**src/rtl/spi_bus_arbiter_if.sv**
```systemverilog
// Requester-side handshake and SPI pin bundle for the round-robin SPI arbiter.
// The master modport is the arbiter's view; slave is the system/bus side.
interface spi_bus_arbiter_if #(
    parameter int NUM_REQ    = 4,
    parameter int NUM_SLAVES = 4,
    parameter int DATA_WIDTH = 8
);
    localparam int SLV_W = (NUM_SLAVES > 1) ? $clog2(NUM_SLAVES) : 1;

    logic [NUM_REQ-1:0]            req_valid;
    logic [NUM_REQ-1:0]            req_ready;
    logic [NUM_REQ*SLV_W-1:0]      req_slave;
    logic [NUM_REQ*DATA_WIDTH-1:0] req_data;
    logic [NUM_REQ-1:0]            rsp_valid;
    logic [DATA_WIDTH-1:0]         rsp_data;
    logic                          busy;
    logic                          sclk;
    logic                          mosi;
    logic                          miso;
    logic [NUM_SLAVES-1:0]         cs_n;

    modport master (
        input  req_valid, req_slave, req_data, miso,
        output req_ready, rsp_valid, rsp_data, busy, sclk, mosi, cs_n
    );

    modport slave (
        output req_valid, req_slave, req_data, miso,
        input  req_ready, rsp_valid, rsp_data, busy, sclk, mosi, cs_n
    );
endinterface

```
**src/rtl/spi_bus_arbiter.sv**
```systemverilog
// Round-robin arbiter sharing one Mode-0 SPI bus among NUM_REQ requesters.
// One word per grant, MSB first; sclk/mosi/cs_n come straight from flops.
module spi_bus_arbiter #(
    parameter int NUM_REQ    = 4,
    parameter int NUM_SLAVES = 4,
    parameter int DATA_WIDTH = 8,
    parameter int CLK_DIV    = 4
) (
    input  logic              clk,
    input  logic              rst,
    spi_bus_arbiter_if.master bus
);
    localparam int SLV_W = (NUM_SLAVES > 1) ? $clog2(NUM_SLAVES) : 1;
    localparam int PTR_W = $clog2(NUM_REQ);
    localparam int DIV_W = (CLK_DIV > 1) ? $clog2(CLK_DIV) : 1;
    localparam int BIT_W = $clog2(DATA_WIDTH) + 1;
    localparam logic [DIV_W-1:0] DIV_LAST = DIV_W'(CLK_DIV - 1);
    localparam logic [BIT_W-1:0] BIT_LAST = BIT_W'(DATA_WIDTH - 1);

    typedef enum logic [2:0] {
        S_IDLE,
        S_SETUP,
        S_SHIFT,
        S_HOLD,
        S_DONE,
        S_GAP
    } state_t;

    state_t                state_q, state_d;
    logic [PTR_W-1:0]      ptr_q, ptr_d;
    logic [PTR_W-1:0]      owner_q, owner_d;
    logic [DIV_W-1:0]      div_q, div_d;
    logic [BIT_W-1:0]      bit_q, bit_d;
    logic                  low_q, low_d;
    logic [SLV_W-1:0]      slave_q, slave_d;
    logic [DATA_WIDTH-1:0] tx_q, tx_d;
    logic [DATA_WIDTH-1:0] rx_q, rx_d;
    logic                  sclk_q, sclk_d;
    logic                  mosi_q, mosi_d;
    logic [NUM_SLAVES-1:0] cs_n_q, cs_n_d;

    logic                  gnt_found;
    logic [PTR_W-1:0]      gnt_idx;
    logic                  active_d;

    // First requesting index at or after ptr, wrapping; MSB of result = found.
    function automatic logic [PTR_W:0] rr_pick(input logic [NUM_REQ-1:0] vld,
                                               input logic [PTR_W-1:0]   ptr);
        logic [PTR_W:0] res;
        int             idx;
        res = '0;
        for (int k = NUM_REQ - 1; k >= 0; k--) begin
            idx = (int'(ptr) + k) % NUM_REQ;
            if (vld[idx]) begin
                res = {1'b1, PTR_W'(idx)};
            end
        end
        return res;
    endfunction

    always_comb begin
        state_d = state_q;
        ptr_d   = ptr_q;
        owner_d = owner_q;
        div_d   = div_q;
        bit_d   = bit_q;
        low_d   = low_q;
        slave_d = slave_q;
        tx_d    = tx_q;
        rx_d    = rx_q;
        {gnt_found, gnt_idx} = rr_pick(bus.req_valid, ptr_q);

        case (state_q)
            S_IDLE: begin
                if (gnt_found) begin
                    state_d = S_SETUP;
                    owner_d = gnt_idx;
                    ptr_d   = PTR_W'((int'(gnt_idx) + 1) % NUM_REQ);
                    slave_d = bus.req_slave[gnt_idx*SLV_W +: SLV_W];
                    tx_d    = bus.req_data[gnt_idx*DATA_WIDTH +: DATA_WIDTH];
                    div_d   = '0;
                end
            end
            S_SETUP: begin
                if (div_q == DIV_LAST) begin
                    // Leaving SETUP raises sclk for bit 0, so miso is sampled here.
                    state_d = S_SHIFT;
                    div_d   = '0;
                    low_d   = 1'b0;
                    bit_d   = '0;
                    rx_d    = {rx_q[DATA_WIDTH-2:0], bus.miso};
                end else begin
                    div_d = div_q + 1'b1;
                end
            end
            S_SHIFT: begin
                if (div_q != DIV_LAST) begin
                    div_d = div_q + 1'b1;
                end else begin
                    div_d = '0;
                    if (!low_q) begin
                        low_d = 1'b1;
                        if (bit_q != BIT_LAST) begin
                            tx_d = {tx_q[DATA_WIDTH-2:0], 1'b0};
                        end
                    end else begin
                        bit_d = bit_q + 1'b1;
                        if (bit_q == BIT_LAST) begin
                            state_d = S_HOLD;
                        end else begin
                            low_d = 1'b0;
                            rx_d  = {rx_q[DATA_WIDTH-2:0], bus.miso};
                        end
                    end
                end
            end
            S_HOLD: begin
                if (div_q == DIV_LAST) begin
                    state_d = S_DONE;
                    div_d   = '0;
                end else begin
                    div_d = div_q + 1'b1;
                end
            end
            S_DONE: begin
                state_d = S_GAP;
                div_d   = '0;
            end
            S_GAP: begin
                if (div_q == DIV_LAST) begin
                    state_d = S_IDLE;
                    div_d   = '0;
                end else begin
                    div_d = div_q + 1'b1;
                end
            end
            default: begin
                state_d = S_IDLE;
            end
        endcase
    end

    // Pin values are computed from the next state so the pins are plain flops.
    always_comb begin
        active_d = (state_d == S_SETUP) || (state_d == S_SHIFT) || (state_d == S_HOLD);
        sclk_d   = (state_d == S_SHIFT) && !low_d;
        mosi_d   = active_d && tx_d[DATA_WIDTH-1];
        cs_n_d   = '1;
        for (int s = 0; s < NUM_SLAVES; s++) begin
            if (active_d && (slave_d == SLV_W'(s))) begin
                cs_n_d[s] = 1'b0;
            end
        end
    end

    always_ff @(posedge clk) begin
        if (rst) begin
            state_q <= S_IDLE;
            ptr_q   <= '0;
            div_q   <= '0;
            bit_q   <= '0;
            low_q   <= 1'b0;
            sclk_q  <= 1'b0;
            mosi_q  <= 1'b0;
            cs_n_q  <= '1;
        end else begin
            state_q <= state_d;
            ptr_q   <= ptr_d;
            div_q   <= div_d;
            bit_q   <= bit_d;
            low_q   <= low_d;
            sclk_q  <= sclk_d;
            mosi_q  <= mosi_d;
            cs_n_q  <= cs_n_d;
        end
    end

    // Transaction payload; only observed in states that have loaded it.
    always_ff @(posedge clk) begin
        owner_q <= owner_d;
        slave_q <= slave_d;
        tx_q    <= tx_d;
        rx_q    <= rx_d;
    end

    always_comb begin
        bus.req_ready = '0;
        bus.rsp_valid = '0;
        bus.rsp_data  = '0;
        if ((state_q == S_IDLE) && gnt_found) begin
            bus.req_ready[gnt_idx] = 1'b1;
        end
        if (state_q == S_DONE) begin
            bus.rsp_valid[owner_q] = 1'b1;
            bus.rsp_data           = rx_q;
        end
    end

    assign bus.busy = (state_q != S_IDLE);
    assign bus.sclk = sclk_q;
    assign bus.mosi = mosi_q;
    assign bus.cs_n = cs_n_q;

endmodule

```
**src/flat_wrapper.sv**
```systemverilog
// flat-port wrapper written by rule: the top's interface ports become plain ports
module spi_bus_arbiter_flat 
#(
    parameter int NUM_REQ    = 4,
    parameter int NUM_SLAVES = 4,
    parameter int DATA_WIDTH = 8,
    parameter int CLK_DIV    = 4
)
  (clk, rst, bus_req_valid, bus_req_slave, bus_req_data, bus_miso, bus_req_ready, bus_rsp_valid, bus_rsp_data, bus_busy, bus_sclk, bus_mosi, bus_cs_n);
  spi_bus_arbiter_if #(.NUM_REQ(NUM_REQ), .NUM_SLAVES(NUM_SLAVES), .DATA_WIDTH(DATA_WIDTH)) bus_i ();
  input  logic clk;
  input  logic rst;
  input wire logic [$bits(bus_i.req_valid)-1:0] bus_req_valid;
  input wire logic [$bits(bus_i.req_slave)-1:0] bus_req_slave;
  input wire logic [$bits(bus_i.req_data)-1:0] bus_req_data;
  input wire logic [$bits(bus_i.miso)-1:0] bus_miso;
  output wire logic [$bits(bus_i.req_ready)-1:0] bus_req_ready;
  output wire logic [$bits(bus_i.rsp_valid)-1:0] bus_rsp_valid;
  output wire logic [$bits(bus_i.rsp_data)-1:0] bus_rsp_data;
  output wire logic [$bits(bus_i.busy)-1:0] bus_busy;
  output wire logic [$bits(bus_i.sclk)-1:0] bus_sclk;
  output wire logic [$bits(bus_i.mosi)-1:0] bus_mosi;
  output wire logic [$bits(bus_i.cs_n)-1:0] bus_cs_n;
  assign bus_i.req_valid = bus_req_valid;
  assign bus_i.req_slave = bus_req_slave;
  assign bus_i.req_data = bus_req_data;
  assign bus_i.miso = bus_miso;
  assign bus_req_ready = bus_i.req_ready;
  assign bus_rsp_valid = bus_i.rsp_valid;
  assign bus_rsp_data = bus_i.rsp_data;
  assign bus_busy = bus_i.busy;
  assign bus_sclk = bus_i.sclk;
  assign bus_mosi = bus_i.mosi;
  assign bus_cs_n = bus_i.cs_n;
  spi_bus_arbiter #(.NUM_REQ(NUM_REQ), .NUM_SLAVES(NUM_SLAVES), .DATA_WIDTH(DATA_WIDTH), .CLK_DIV(CLK_DIV)) u_core (.clk(clk), .rst(rst), .bus(bus_i));
endmodule
```
**config.mk**
```make
export PLATFORM = sky130hd
export DESIGN_NAME = spi_bus_arbiter_flat
export DESIGN_NICKNAME = d
export VERILOG_FILES = /design/src/rtl/spi_bus_arbiter_if.sv /design/src/rtl/spi_bus_arbiter.sv /design/src/flat_wrapper.sv
export SDC_FILE = /design/constraint.sdc
export NUM_CORES = 1
export LEC_CHECK = 0
export ABC_AREA = 0
export CAP_MARGIN = 20
export CORE_MARGIN = 3
export CORE_UTILIZATION = 45
export CTS_BUF_LIST = sky130_fd_sc_hd__clkbuf_8
export CTS_CLUSTER_DIAMETER = 30
export DETAILED_ROUTE_END_ITERATION = 6
export PLACE_DENSITY = 0.8
export SLEW_MARGIN = 20
export SYNTH_ARGS = -nofsm -noshare
export SYNTH_HDL_FRONTEND = slang
export SYNTH_SLANG_ARGS = --single-unit
```
**constraint.sdc**
```tcl
create_clock -name clk -period 3.15 [get_ports clk]
set_input_delay 0.315 -clock clk [delete_from_list [all_inputs] [get_ports clk]]
set_output_delay 0.315 -clock clk [all_outputs]
set_load 0.1 [all_outputs]
```
After elaboration in Yosys (flattened, before gate mapping)

Cells that the tools add are included.

Bits in registers: 38

Add/sub/neg operators: 6
Reduce and logical (&&, ||, !) cells: 27
Equal/unequal tests: 22
Shifts and indexed selects: 2
$lt $le $gt $ge: 8
Multiplexer cells: 59
Bitwise operators: 3

Operator list:

| kind                                                                          | number |
|---|---|
| 8-bit two-way mux                                                             | 9 |
| 3-bit two-way mux                                                             | 11 |
| 8-bit case mux with 2 select lines                                            | 2 |
| 32-bit by 6-bit variable part select with 8-bit output                        | 1 |
| 4-bit two-way mux                                                             | 5 |
| 3-bit case mux with 6 select lines                                            | 1 |
| 1-bit two-way mux                                                             | 17 |
| 3-bit by 2-bit equality test with 1-bit output (second input constant)        | 4 |
| 3-bit by 4-bit less-than comparator with 1-bit output (second input constant) | 3 |
| 2-bit two-way mux                                                             | 5 |
| 5-bit AND reduction                                                           | 2 |
| 1-bit logical AND                                                             | 9 |
| 2-bit by 3-bit less-than comparator with 1-bit output (second input constant) | 3 |
| 1-bit binary-select mux with 2-bit select                                     | 4 |
| 2-bit by 1-bit inequality test with 1-bit output (second input constant)      | 4 |
| 2-bit inequality test (second input constant)                                 | 4 |
| 2-bit case mux with 4 select lines                                            | 1 |
| 4-bit case mux with 2 select lines                                            | 1 |
| 8-bit by 4-bit variable part select with 2-bit output                         | 1 |
| 2-bit by 1-bit adder with 2-bit output (second input constant)                | 3 |
| 2-bit equality test (second input constant)                                   | 3 |
| 3-bit by 1-bit equality test with 1-bit output (second input constant)        | 2 |
| 3-bit equality test (second input constant)                                   | 2 |
| 2-bit OR reduction                                                            | 3 |
| other kinds (19)                                                              | 27 |

Logic depth before layout (Yosys ltp)

Gate-level depths: netlist of run 1.

Depth after elaboration: 17
Mapped depth: 9
Mapped depth without buffers: 7

Least setup slack after synthesis of run 1

OpenSTA, ideal clock, no wires.

Kind: reg-to-output
Start: register u_core.state_q[0]
End: output bus_rsp_valid[0]
Slack: -300 ps
Arrival: 3135 ps
Stages on the path, launching flop included: 6
Required time: 2835 ps
Cells stage by stage: dfxtp_1 clkbuf_1 nor2_1 clkbuf_1 nand2_1 nor3_1

Word-level cells in the longest chain between the ends: 2

Ends and longest elaborated chain:

| what                     | RTL line               | RTL |
|---|---|---|
| start: declaration       | spi_bus_arbiter.sv:29  | `state_t state_q, state_d;` |
| start signal: assignment | spi_bus_arbiter.sv:167 | `state_q <= state_d;` |
| 3-bit equality test      | spi_bus_arbiter.sv:193 | `if (state_q == S_DONE) begin` |
| 4-bit two-way mux        | spi_bus_arbiter.sv:193 |  |
| end: declaration         | flat_wrapper.sv:18     | `output wire logic [$bits(bus_i.rsp_valid)-1:0] bus_rsp_valid;` |

No other way between the ends.

Worst setup path after layout of run 1

Start: input bus_req_valid[0]
End: output bus_req_ready[0]

Word-level cells in the longest chain between the ends: 12

Ends and longest elaborated chain:

| what                                                                                                                                          | RTL line               | RTL |
|---|---|---|
| start: declaration                                                                                                                            | flat_wrapper.sv:13     | `input wire logic [$bits(bus_i.req_valid)-1:0] bus_req_valid;` |
| 1-bit binary-select mux with 2-bit select                                                                                                     | spi_bus_arbiter.sv:54  | `if (vld[idx]) begin` |
| 1-bit two-way mux (not written as such) (2 in a row)                                                                                          | spi_bus_arbiter.sv:54  |  |
| 3-bit two-way mux (3 in a row)                                                                                                                | spi_bus_arbiter.sv:54  |  |
| 3-bit two-way mux *                                                                                                                           | spi_bus_arbiter.sv:54  |  |
| 2-bit by 3-bit less-than comparator with 1-bit output (not written as such) or 2-bit by 1-bit >= comparator with 1-bit output (tied branches) | spi_bus_arbiter.sv:191 | `bus.req_ready[gnt_idx] = 1'b1;` |
| 1-bit logical AND (not written as such)                                                                                                       | spi_bus_arbiter.sv:191 |  |
| 1-bit two-way mux (not written as such)                                                                                                       | spi_bus_arbiter.sv:191 |  |
| 1-bit demux with 2-bit select                                                                                                                 | --                     |  |
| 4-bit two-way mux *                                                                                                                           | spi_bus_arbiter.sv:190 | `if ((state_q == S_IDLE) && gnt_found) begin` |
| end: declaration                                                                                                                              | flat_wrapper.sv:17     | `output wire logic [$bits(bus_i.req_ready)-1:0] bus_req_ready;` |

Mark *: on every way between the ends. The rest lies on a longest branch, timed or not. The select of a mux whose other input is x is not followed.

==> results of run 1 <==
==> layout make-up <==
type / count / area, µm²
Sequential cell: 38 / 931
Multi-Input combinational cell: 161 / 1110
Inverter: 10 / 37.5
Fill cell: 370 / 1510
Tap cell: 52 / 65.1
Clock inverter: 3 / 16.3
Timing Repair Buffer: 73 / 728
Clock buffer: 5 / 68.8
==> cell usage after synthesis <==
cell,count,share of area
mux2i_1,29,0.13
nor2_1,24,0.042
dfxtp_1,21,0.20
edfxtp_1,17,0.24
nand2_1,13,0.023
and3_1,9,0.026
a21oi_1,7,0.016
a22o_1,7,0.028
inv_1,7,0.012
nor3_1,7,0.016
clkbuf_1,6,0.010
ha_1,6,0.035
and2_1,5,0.015
o21ai_0,5,0.012
nor2b_1,4,0.012
a211oi_1,3,0.010
a21o_1,3,0.010
a22oi_1,3,0.010
buf_2,3,0.0070
buf_6,3,0.016
inv_2,3,0.0052
nand2b_1,3,0.0087
nand3_1,3,0.0070
or3_1,3,0.0087
xor2_1,3,0.012
a21oi_2,2,0.0081
mux2_2,2,0.010
nand3b_1,2,0.0070
o21ai_1,2,0.0046
o22ai_1,2,0.0058
o32a_1,2,0.0093
a221oi_1,1,0.0041
a31oi_1,1,0.0029
a32oi_1,1,0.0041
nand4_1,1,0.0029
nor4_1,1,0.0029
o2111a_1,1,0.0052
o21ba_1,1,0.0046
o22a_1,1,0.0041
o31ai_1,1,0.0035
or2_1,1,0.0029
or4_1,1,0.0035
xnor2_1,1,0.0041
==> logic make-up after synthesis <==
family                     count (synthesis)  share of synthesized area
and+or+nand+nor                           77                      0.177
DFF                                       38                      0.432
AOI/OAI and AO/OA                         43                      0.144
adders and majority gates                  6                     0.0349
buffers and inverters                     22                     0.0505
xor gates and xnor gates                   4                     0.0163
muxes                                     31                      0.145
==> worst reg2reg max path, cell delays in order, from the launching register on <==
cell	delay, ns
dfxtp_1	0.51
or3_1	0.50
nand2b_1	0.25
inv_2	0.32
or2_1	0.34
==> state kept, by name, indices dropped and copies added (netlist names) <==
register,flops
u_core.bus.mosi,1
u_core.bit_q,4
u_core.div_q,2
u_core.slave_q,2
u_core.bus.cs_n,4
u_core.rx_q,8
u_core.bus.sclk,1
u_core.state_q,3
u_core.owner_q,2
u_core.tx_q,8
u_core.low_q,1
u_core.ptr_q,2
==> routing by layer <==
metal | routed length (µm) | vias up | GRT usage
met5 | 0 | - | 0
met4 | 52 | 0 | 0.0388
met3 | 343 | 8 | 0.0721
met2 | 2260 | 68 | 0.298
met1 | 2100 | 839 | 0.219
li1 | - | 942 | -
==> final timing paths <==
| kind | end | depth (start not counted) |
|---|---|---|
| max | bus_req_ready[0] | 10 |
| min | u_core.rx_q[4] | 0 |
| max reg2reg | u_core.tx_q[1] | 4 |
| min reg2reg | u_core.rx_q[4] | 0 |
==> power breakdown <==
| group | leakage (nW) | internal (mW) | switching, mW |
|---|---|---|---|
| Combinational | 0.864 | 0.206 | 0.287 |
| Sequential | 0.337 | 0.571 | 0.0327 |
| Clock | 0.0416 | 0.151 | 0.172 |
| Total | 1.24 | 0.928 | 0.492 |
==> summary.txt, run 1 <==
Layout
  – Final cell count without fillers: 342
  – Commonest non-fill, non-tap cell in the layout: clkdlybuf4s50_1
  – Area Overhead vs Synth: 37.5%
  – Design area: 2960 µm²
  – Commonest cells after routing, fill and taps aside: clkdlybuf4s50_1 (52), mux2i_1 (29), nor2_1 (24)
  – Util after Layout: 0.662
  – Final nets: 342
  – Layout cells sized above 1: 0.121
  – Ant. Diodes: 0

Place
  – Post-DP Area: 2880 µm²
  – Post-DP HPWL: 3670 µm
  – Post-Place Cells: 334
  – GP Congestion: 0.822
  – Port Buf Inserts: 69
  – Pre-CTS setup slack: 0.554 ns

Global routing
  – Total grt overflow: 0
  – Largest net degree at the start of global routing: 26
  – Overall routing resource usage: 0.179
  – Vias in the first global route: 1,738
  – Antenna violations before repair: 0
  – First-pass GRT wire length: 7700 µm

CTS
  – CTS resizes: 0
  – Post-CTS Setup Bufs: 0
  – CTS Buffer Depth: 2
  – CTS tree: built
  – Clock sink count: 38
  – Root buffer cell: clkbuf_8
  – Clk_lat worst skew: 0.29 ns
  – Clock-pin slew of the registers on the worst-case setup and hold paths: 0.07 ns
  – Cts-stage hold buffer count: 0
  – H-tree depth: 2
  – CTS buffer count: 5

Worst setup path
  – Critical-path top delay cell: clkdlybuf4s50_1
  – Kind of critical path: in -> out
  – Worst path max stage delay: 0.47 ns
  – Kind of cell with the highest combined delay on the critical path: buffers and inverters
  – Worst Setup End Kind: output port
  – Cells along the critical path: clkdlybuf4s50_1 -> nor2b_1 -> a21oi_1 -> o22ai_1 -> a21oi_2 -> buf_4 -> inv_2 -> ha_1 -> and2_1 -> buf_12
  – CP startpoint kind: input pin
  – Critical path launch point: bus_req_valid[0]
  – WP data arrival: 2.31 ns
  – Worst reg2reg startpoint: u_core.state_q[2]
  – Bufs and invs on worst path: 4
  – Crit-path max FO: 7
  – R2r setup slk: 0.92 ns
  – Crit path required time: 2.83 ns

Power
  – Worst VDD drop: 0.281 mV
  – Leakage: 1.24 nW
  – Total power: 1.42 mW
  – PwrDens: 480 nW/µm²

Route
  – Routed Antenna Nets: 0
  – Via Count: 1,857
  – Drc violations: 0
  – Vias per cell: 5.43
  – Drt pass-1 iters: 4
  – Drt wl/cell: 13.9 µm
  – Routed WL: 4750 µm
  – DRT iter0 DRCs: 72

Timing
  – Fin. Hold Viols: 0
  – Worst Tran Pin Value: 0.977 ns
  – RSZ-0062 raised after global routing: false
  – # setup viols final: 0
  – Setup tns final: 0 ns
  – Final period util: 0.833
  – Final worst setup slack: 0.525 ns
  – Fin crit period: 2.62 ns
  – Pins Over Slew Limit: 0
  – Fmax: 381 MHz
  – Slew margin rel.: 0.347
  – Layout Skew: 0.00729 ns
  – Fin Hold WS: 0.444 ns

Die
  – Die Area: 5650 µm²
  – Core ar.: 4470 µm²
  – Initial Utilization: 0.481
  – IO Pins: 70
  – Die W: 75.2 µm
  – Chip height: 75.2 µm
  – # rows: 24

Synthesis
  – Mapped Cells: 221
  – Yosys reg bits: 38
  – Mapped Area: 2150 µm²
  – Mapped Avg Cell Area: 9.74 µm²
  – Syn Nets: 274
  – Library cells used by synthesis: 43
  – Synthesis Warnings: 0
  – Register area share after synthesis: 0.432

Min path
  – HP Start: u_core.rx_q[3]
  – HP Class: reg -> reg

Status
  – Status: completed

Flow run
  – Max-cap check violation count: 0
Power figures use the tool's default switching activity.
==> run 2: changes to the inputs <==
--- a/config.mk
+++ b/config.mk
@@ -8,7 +8,7 @@
 export ABC_AREA = 0
 export CAP_MARGIN = 20
 export CORE_MARGIN = 3
-export CORE_UTILIZATION = 45
+export CORE_UTILIZATION = 43
 export CTS_BUF_LIST = sky130_fd_sc_hd__clkbuf_8
 export CTS_CLUSTER_DIAMETER = 30
 export DETAILED_ROUTE_END_ITERATION = 6
==> constraint.sdc (replaced) <==
create_clock -name clk -period 2.25 [get_ports clk]
set_input_delay 0.225 -clock clk [delete_from_list [all_inputs] [get_ports clk]]
set_output_delay 0.225 -clock clk [all_outputs]
set_load 0.1 [all_outputs]
==> run 2 against run 1 <==
Global-route usage shrank 0.24 points; clock-buffer cell count up 1; non-clock buffer count increased by 25; critical path type unchanged; critical endpoint is now bus_req_ready[2].
==> summary.txt, run 2 (synthesis results as in run 1) <==
Place
  – Pre-CTS setup slack: -0.0235 ns (-0.578 ns)
  – GP Congestion: 0.805 (-2.1%)
  – Post-DP HPWL: 3980 µm (+8.6%)
  – Port Buf Inserts: 69 (unchanged)

Timing
  – Layout Skew: 0.00545 ns (-0.00184 ns)
  – Slew margin rel.: 0.681 (+0.334)
  – Fin. Hold Viols: 0 (unchanged)
  – Final worst setup slack: 0.0685 ns (-0.457 ns)
  – Final period util: 0.970
  – Pins Over Slew Limit: 0 (unchanged)
  – Fin crit period: 2.18 ns
  – Fmax: 458 MHz
  – Fin Hold WS: 0.449 ns (+0.00517 ns)
  – # setup viols final: 0 (unchanged)
  – Worst Tran Pin Value: 0.474 ns (-0.502 ns)

Layout
  – Final nets: 367 (+7.3%)
  – Layout cells sized above 1: 0.238 (+0.117)
  – Ant. Diodes: 0 (unchanged)
  – Area Overhead vs Synth: 56.1%
  – Area of the multi-input gates: 1140 µm² (+2.8%)
  – Commonest non-fill, non-tap cell in the layout: clkdlybuf4s50_1
  – Reg area: 931 µm² (unchanged)
  – Biggest regs: u_core.rx_q: 8 flops, u_core.tx_q: 8 flops
  – Commonest cells after routing, fill and taps aside: clkdlybuf4s50_1 (46), buf_4 (34), mux2i_1 (29)
  – Fillers: 337 (-8.9%)

Die
  – # rows: 25 (+4.2%)
  – Core ar.: 4790 µm² (+7.0%)
  – Die Area: 5890 µm² (+4.3%)
  – Die W: 76.8 µm (+2.1%)
  – Chip height: 76.8 µm (+2.1%)
  – IO Pins: 70 (unchanged)
  – Initial Utilization: 0.450 (-0.0313)

Worst setup path
  – Crit path to: bus_req_ready[2]
  – Crit path required time: 2.03 ns (-0.80 ns)
  – WP data arrival: 1.96 ns (-0.35 ns)
  – Worst path max stage delay: 0.53 ns (+0.06 ns)
  – FF-to-FF path depth: 8 (+4)
  – Worst Setup End Kind: output port
  – Worst reg2reg startpoint: u_core.ptr_q[1]
  – Kind of critical path: in -> out
  – Crit-path max FO: 13 (+6)
  – Cells along the critical path: clkdlybuf4s50_1 -> buf_4 -> or4_4 -> nand2b_1 -> inv_4 -> and2_4 -> buf_12
  – Critical path launch point: bus_req_valid[0]
  – CP startpoint kind: input pin
  – Critical-path top delay cell: or4_4
  – RR Endpoint: u_core.bus.cs_n[1]
  – R2r setup slk: 0.24 ns (-0.68 ns)

Route
  – Met3 routed WL: 345 µm (+0.58%)
  – Highest routed layer: met4
  – Vias per cell: 5.18 (-4.6%)
  – DRT iter0 DRCs: 124 (+72%)
  – DR WL met2: 2630 µm (+17%)
  – Met1 WL: 2160 µm (+2.7%)
  – Routed WL: 5190 µm (+9.1%)
  – Routed Antenna Nets: 0 (unchanged)
  – Via Count: 1,978 (+6.5%)
  – Drt wl/cell: 13.6 µm (-2.3%)
  – Drc violations: 0 (unchanged)
  – Drt pass-1 iters: 4 (unchanged)

Power
  – Worst VDD drop: 0.428 mV (+52%)
  – Leakage: 1.43 nW (+15%)
  – Total power: 2.13 mW (+50%)
  – PwrDens: 635 nW/µm² (+32%)

CTS
  – Clk_lat worst skew: 0.29 ns (about the same)
  – CTS Buffer Depth: 2 (unchanged)
  – Clock-pin slew of the registers on the worst-case setup and hold paths: 0.07 ns (about the same)
  – Clock sink count: 38 (unchanged)
  – Root buffer cell: clkbuf_8
  – CTS tree: built
  – H-tree depth: 2 (unchanged)
  – CTS buffer count: 5 (unchanged)

Global routing
  – Vias in the first global route: 1,870 (+7.6%)
  – Overall routing resource usage: 0.176 (-0.00241)
  – Largest net degree at the start of global routing: 22 (-15%)
  – Total grt overflow: 0 (unchanged)
  – First-pass GRT wire length: 8430 µm (+9.5%)
  – Antenna violations before repair: 0 (unchanged)

Status
  – Status: completed

Min path
  – HP Class: reg -> reg

Flow run
  – Max-cap check violation count: 0 (unchanged)
[run 2: report_power, final]
part / total [mW] / internal (mW) / switching (mW)
Combinational: 0.802 / 0.368 / 0.433
Sequential: 0.845 / 0.799 / 0.0457
Clock: 0.486 / 0.247 / 0.239
[run 2: cell type report]
| type | count | area share |
|---|---|---|
| clock inverter | 2 | 0.00335 |
| timing repair buffer | 98 | 0.318 |
| multi-input combinational | 161 | 0.341 |
| clock buffer | 6 | 0.0246 |
| sequential | 38 | 0.277 |
| tap | 67 | 0.0249 |
| inverter | 10 | 0.0119 |
[run 2: critical path: cells and delay by family]
| family | cells | cell delay (ns) |
|---|---|---|
| AND/OR/NAND/NOR | 3 | 0.86 |
| buffers and inverters | 4 | 0.86 |
[run 2: worst min-delay path by stage]
stage	start	to	slack [ns]	cells past startpoint
final	u_core.rx_q[4]	u_core.rx_q[5]	0.45	0
after global routing	u_core.rx_q[4]	u_core.rx_q[5]	0.46	0
after CTS	u_core.rx_q[5]	u_core.rx_q[6]	0.45	0
after detailed placement	u_core.rx_q[5]	u_core.rx_q[6]	0.43	0
after global placement	u_core.rx_q[1]	u_core.rx_q[2]	0.42	0
after floorplan	bus_miso	u_core.rx_q[0]	0.32	0
[run 2: metrics by stage]
| step | instances | instance area (µm²) | TNS (ns) | util |
|---|---|---|---|---|
| after floorplan | 221 | 2180 | -1.03 | - |
| after global placement | 366 | 3200 | 0 | 0.668 |
| after detailed placement | 366 | 3200 | -0.0944 | 0.668 |
| after CTS | 374 | 3290 | 0 | 0.688 |
| after global routing | 382 | 3360 | -0.00652 | 0.702 |
| final | 382 | 3360 | 0 | 0.702 |
[run 2: layer usage]
layer / GRT usage / vias up
met5: 0 / -
met4: 0.0380 / 0
met3: 0.0493 / 8
met2: 0.307 / 66
met1: 0.216 / 917
li1: - / 987
[run 2: timing repair]
item                       in CTS  in global routing
hold buffers                    0                  0
buffers inserted                0                  8
gates resized for setup         0                  3
setup endpoints to repair       0                  4
==> run 3: changes to the inputs <==
--- a/config.mk
+++ b/config.mk
@@ -8,11 +8,11 @@
 export ABC_AREA = 0
 export CAP_MARGIN = 20
 export CORE_MARGIN = 3
-export CORE_UTILIZATION = 43
+export CORE_UTILIZATION = 35
 export CTS_BUF_LIST = sky130_fd_sc_hd__clkbuf_8
 export CTS_CLUSTER_DIAMETER = 30
 export DETAILED_ROUTE_END_ITERATION = 6
-export PLACE_DENSITY = 0.8
+export PLACE_DENSITY = 0.68
 export SLEW_MARGIN = 20
 export SYNTH_ARGS = -nofsm -noshare
 export SYNTH_HDL_FRONTEND = slang
==> run 3 against run 2 <==
Worst setup slack better by 0.078 ns; utilization down 13 points; clock power shrank 11%; non-clock buffer count shrank 12.
==> summary.txt, run 3 (synthesis results as in run 1) <==
CTS
  – CTS Buffer Depth: 2 (unchanged)
  – Clk_lat worst skew: 0.28 ns (about the same)
  – Clock-pin slew of the registers on the worst-case setup and hold paths: 0.07 ns (about the same)
  – Cts-stage hold buffer count: 0 (unchanged)
  – Root buffer cell: clkbuf_8
  – CTS buffer count: 5 (unchanged)
  – CTS tree: built
  – Clock sink count: 38 (unchanged)
  – H-tree depth: 2 (unchanged)

Worst setup path
  – Critical-path top delay cell: or3_2
  – CP startpoint kind: flip-flop
  – WP data arrival: 1.88 ns (-0.08 ns)
  – Kind of critical path: reg -> out
  – Crit-path max FO: 17 (+4)
  – Bufs and invs on worst path: 2 (-2)
  – Kind of cell with the highest combined delay on the critical path: simple AND/OR/NAND/NOR gates
  – Cells along the critical path: or3_2 -> nand2b_1 -> inv_4 -> and2_4 -> buf_12
  – Worst Setup End Kind: output port
  – Worst path max stage delay: 0.55 ns (+0.02 ns)
  – Crit path required time: 2.03 ns (about the same)

Layout
  – Design area: 3300 µm² (-1.8%)
  – Ant. Diodes: 0 (unchanged)
  – Commonest cells after routing, fill and taps aside: clkdlybuf4s50_1 (44), mux2i_1 (29), nor2_1 (24)
  – Commonest non-fill, non-tap cell in the layout: clkdlybuf4s50_1
  – Biggest regs: u_core.rx_q: 8 flops, u_core.tx_q: 8 flops
  – Layout cells sized above 1: 0.205 (-0.0335)
  – Fillers: 528 (+57%)
  – Final nets: 355 (-3.3%)
  – Area Overhead vs Synth: 53.2%

Route
  – Drt wl/cell: 13.2 µm (-2.8%)
  – Drt pass-1 iters: 4 (unchanged)
  – DRT iter0 DRCs: 72 (-42%)
  – Vias per cell: 5.08 (-1.8%)
  – Via Count: 1,906 (-3.6%)
  – Routed Antenna Nets: 0 (unchanged)
  – Drc violations: 0 (unchanged)
  – Routed WL: 4950 µm (-4.6%)

Die
  – # rows: 27 (+8.0%)
  – Die W: 84.4 µm (+10%)
  – Core ar.: 5740 µm² (+20%)
  – Chip height: 84.4 µm (+10%)
  – Initial Utilization: 0.375 (-0.0750)
  – Die Area: 7130 µm² (+21%)
  – IO Pins: 70 (unchanged)

Timing
  – Pins Over Slew Limit: 0 (unchanged)
  – Slew margin rel.: 0.653 (-0.0284)
  – Fmax: 475 MHz (+3.7%)
  – Layout Skew: 0.00812 ns (+0.00267 ns)
  – Fin crit period: 2.10 ns (-0.0783 ns)
  – Setup tns final: 0 ns (unchanged)
  – # setup viols final: 0 (unchanged)
  – Worst Tran Pin Value: 0.519 ns (+0.0448 ns)
  – RSZ-0062 raised after global routing: false
  – Fin. Hold Viols: 0 (unchanged)
  – Final period util: 0.935 (-0.0348)

Global routing
  – Vias in the first global route: 1,799 (-3.8%)
  – Antenna violations before repair: 0 (unchanged)
  – Overall routing resource usage: 0.138 (-0.0387)
  – Largest net degree at the start of global routing: 22 (unchanged)
  – Total grt overflow: 0 (unchanged)
  – First-pass GRT wire length: 8060 µm (-4.4%)

Place
  – Port Buf Inserts: 69 (unchanged)
  – Post-DP HPWL: 3790 µm (-4.8%)
  – GP Congestion: 0.800 (-0.72%)
  – Post-DP Area: 3170 µm² (-0.82%)

Power
  – PwrDens: 620 nW/µm² (-2.4%)
  – Leakage: 1.39 nW (-2.6%)
  – Worst VDD drop: 0.413 mV (-3.5%)

Status
  – Status: completed

Min path
  – HP Class: reg -> reg

Flow run
  – Max-cap check violation count: 0 (unchanged)
## run 3: worst paths after layout
path,depth (start not counted),slack (ns),endpoint,from
min,0,0.45,u_core.rx_q[4],u_core.rx_q[3]
min reg2reg,0,0.45,u_core.rx_q[4],u_core.rx_q[3]
max reg2reg,7,0.29,u_core.bus.cs_n[1],u_core.ptr_q[1]
max,5,0.15,bus_req_ready[0],u_core.state_q[2]
## run 3: what timing repair did
item / 4_1_cts / 5_1_grt
gates resized for setup: 0 / 6
buffers inserted: 0 / 1
setup endpoints to repair: 0 / 4
## run 3: layer usage
| layer | wire length [µm] | up-vias | track usage |
|---|---|---|---|
| met1 | 2130 | 884 | 0.169 |
| met5 | 0 | - | 0 |
| met2 | 2430 | 55 | 0.235 |
| met3 | 341 | 8 | 0.0461 |
| li1 | - | 959 | - |
| met4 | 42 | 0 | 0.0331 |
## run 3: cell type report
cell class / count / area, µm² / share of cell area
Clock buffer: 5 / 68.8 / 0.0209
Clock inverter: 3 / 12.5 / 0.00379
Inverter: 10 / 40.0 / 0.0121
Multi-Input combinational cell: 161 / 1140 / 0.347
Sequential cell: 38 / 931 / 0.282
Tap cell: 72 / 90.1 / 0.0273
Timing Repair Buffer: 86 / 1010 / 0.307
## run 3: metrics by stage
step | worst slack (ns) | hold slack, ns | util | cells | power, mW
floorplan | -0.363 | 0.324 | - | 221 | 1.35
global placement | -0.00214 | 0.421 | 0.552 | 365 | 1.59
detailed placement | -0.0898 | 0.429 | 0.552 | 365 | 1.60
CTS | 0.0354 | 0.447 | 0.566 | 373 | 2.04
global route | 0.0143 | 0.464 | 0.575 | 375 | 2.16
finish | 0.147 | 0.445 | 0.575 | 375 | 2.04
## run 3: report_power, final
| group | internal (mW) | leakage [nW] | switching [mW] |
|---|---|---|---|
| Clock | 0.208 | 0.0468 | 0.225 |
| Sequential | 0.799 | 0.337 | 0.0436 |
| Combinational | 0.344 | 1.01 | 0.423 |
## run 3: worst register-to-register path, delay by kind of cell, from the launching register on
| family | cells | cell delay [ns] |
|---|---|---|
| AO/OA/AOI/OAI | 4 | 0.83 |
| flip-flops | 1 | 0.42 |
| multiplexers | 2 | 0.43 |
| buffers and inverters | 1 | 0.18 |
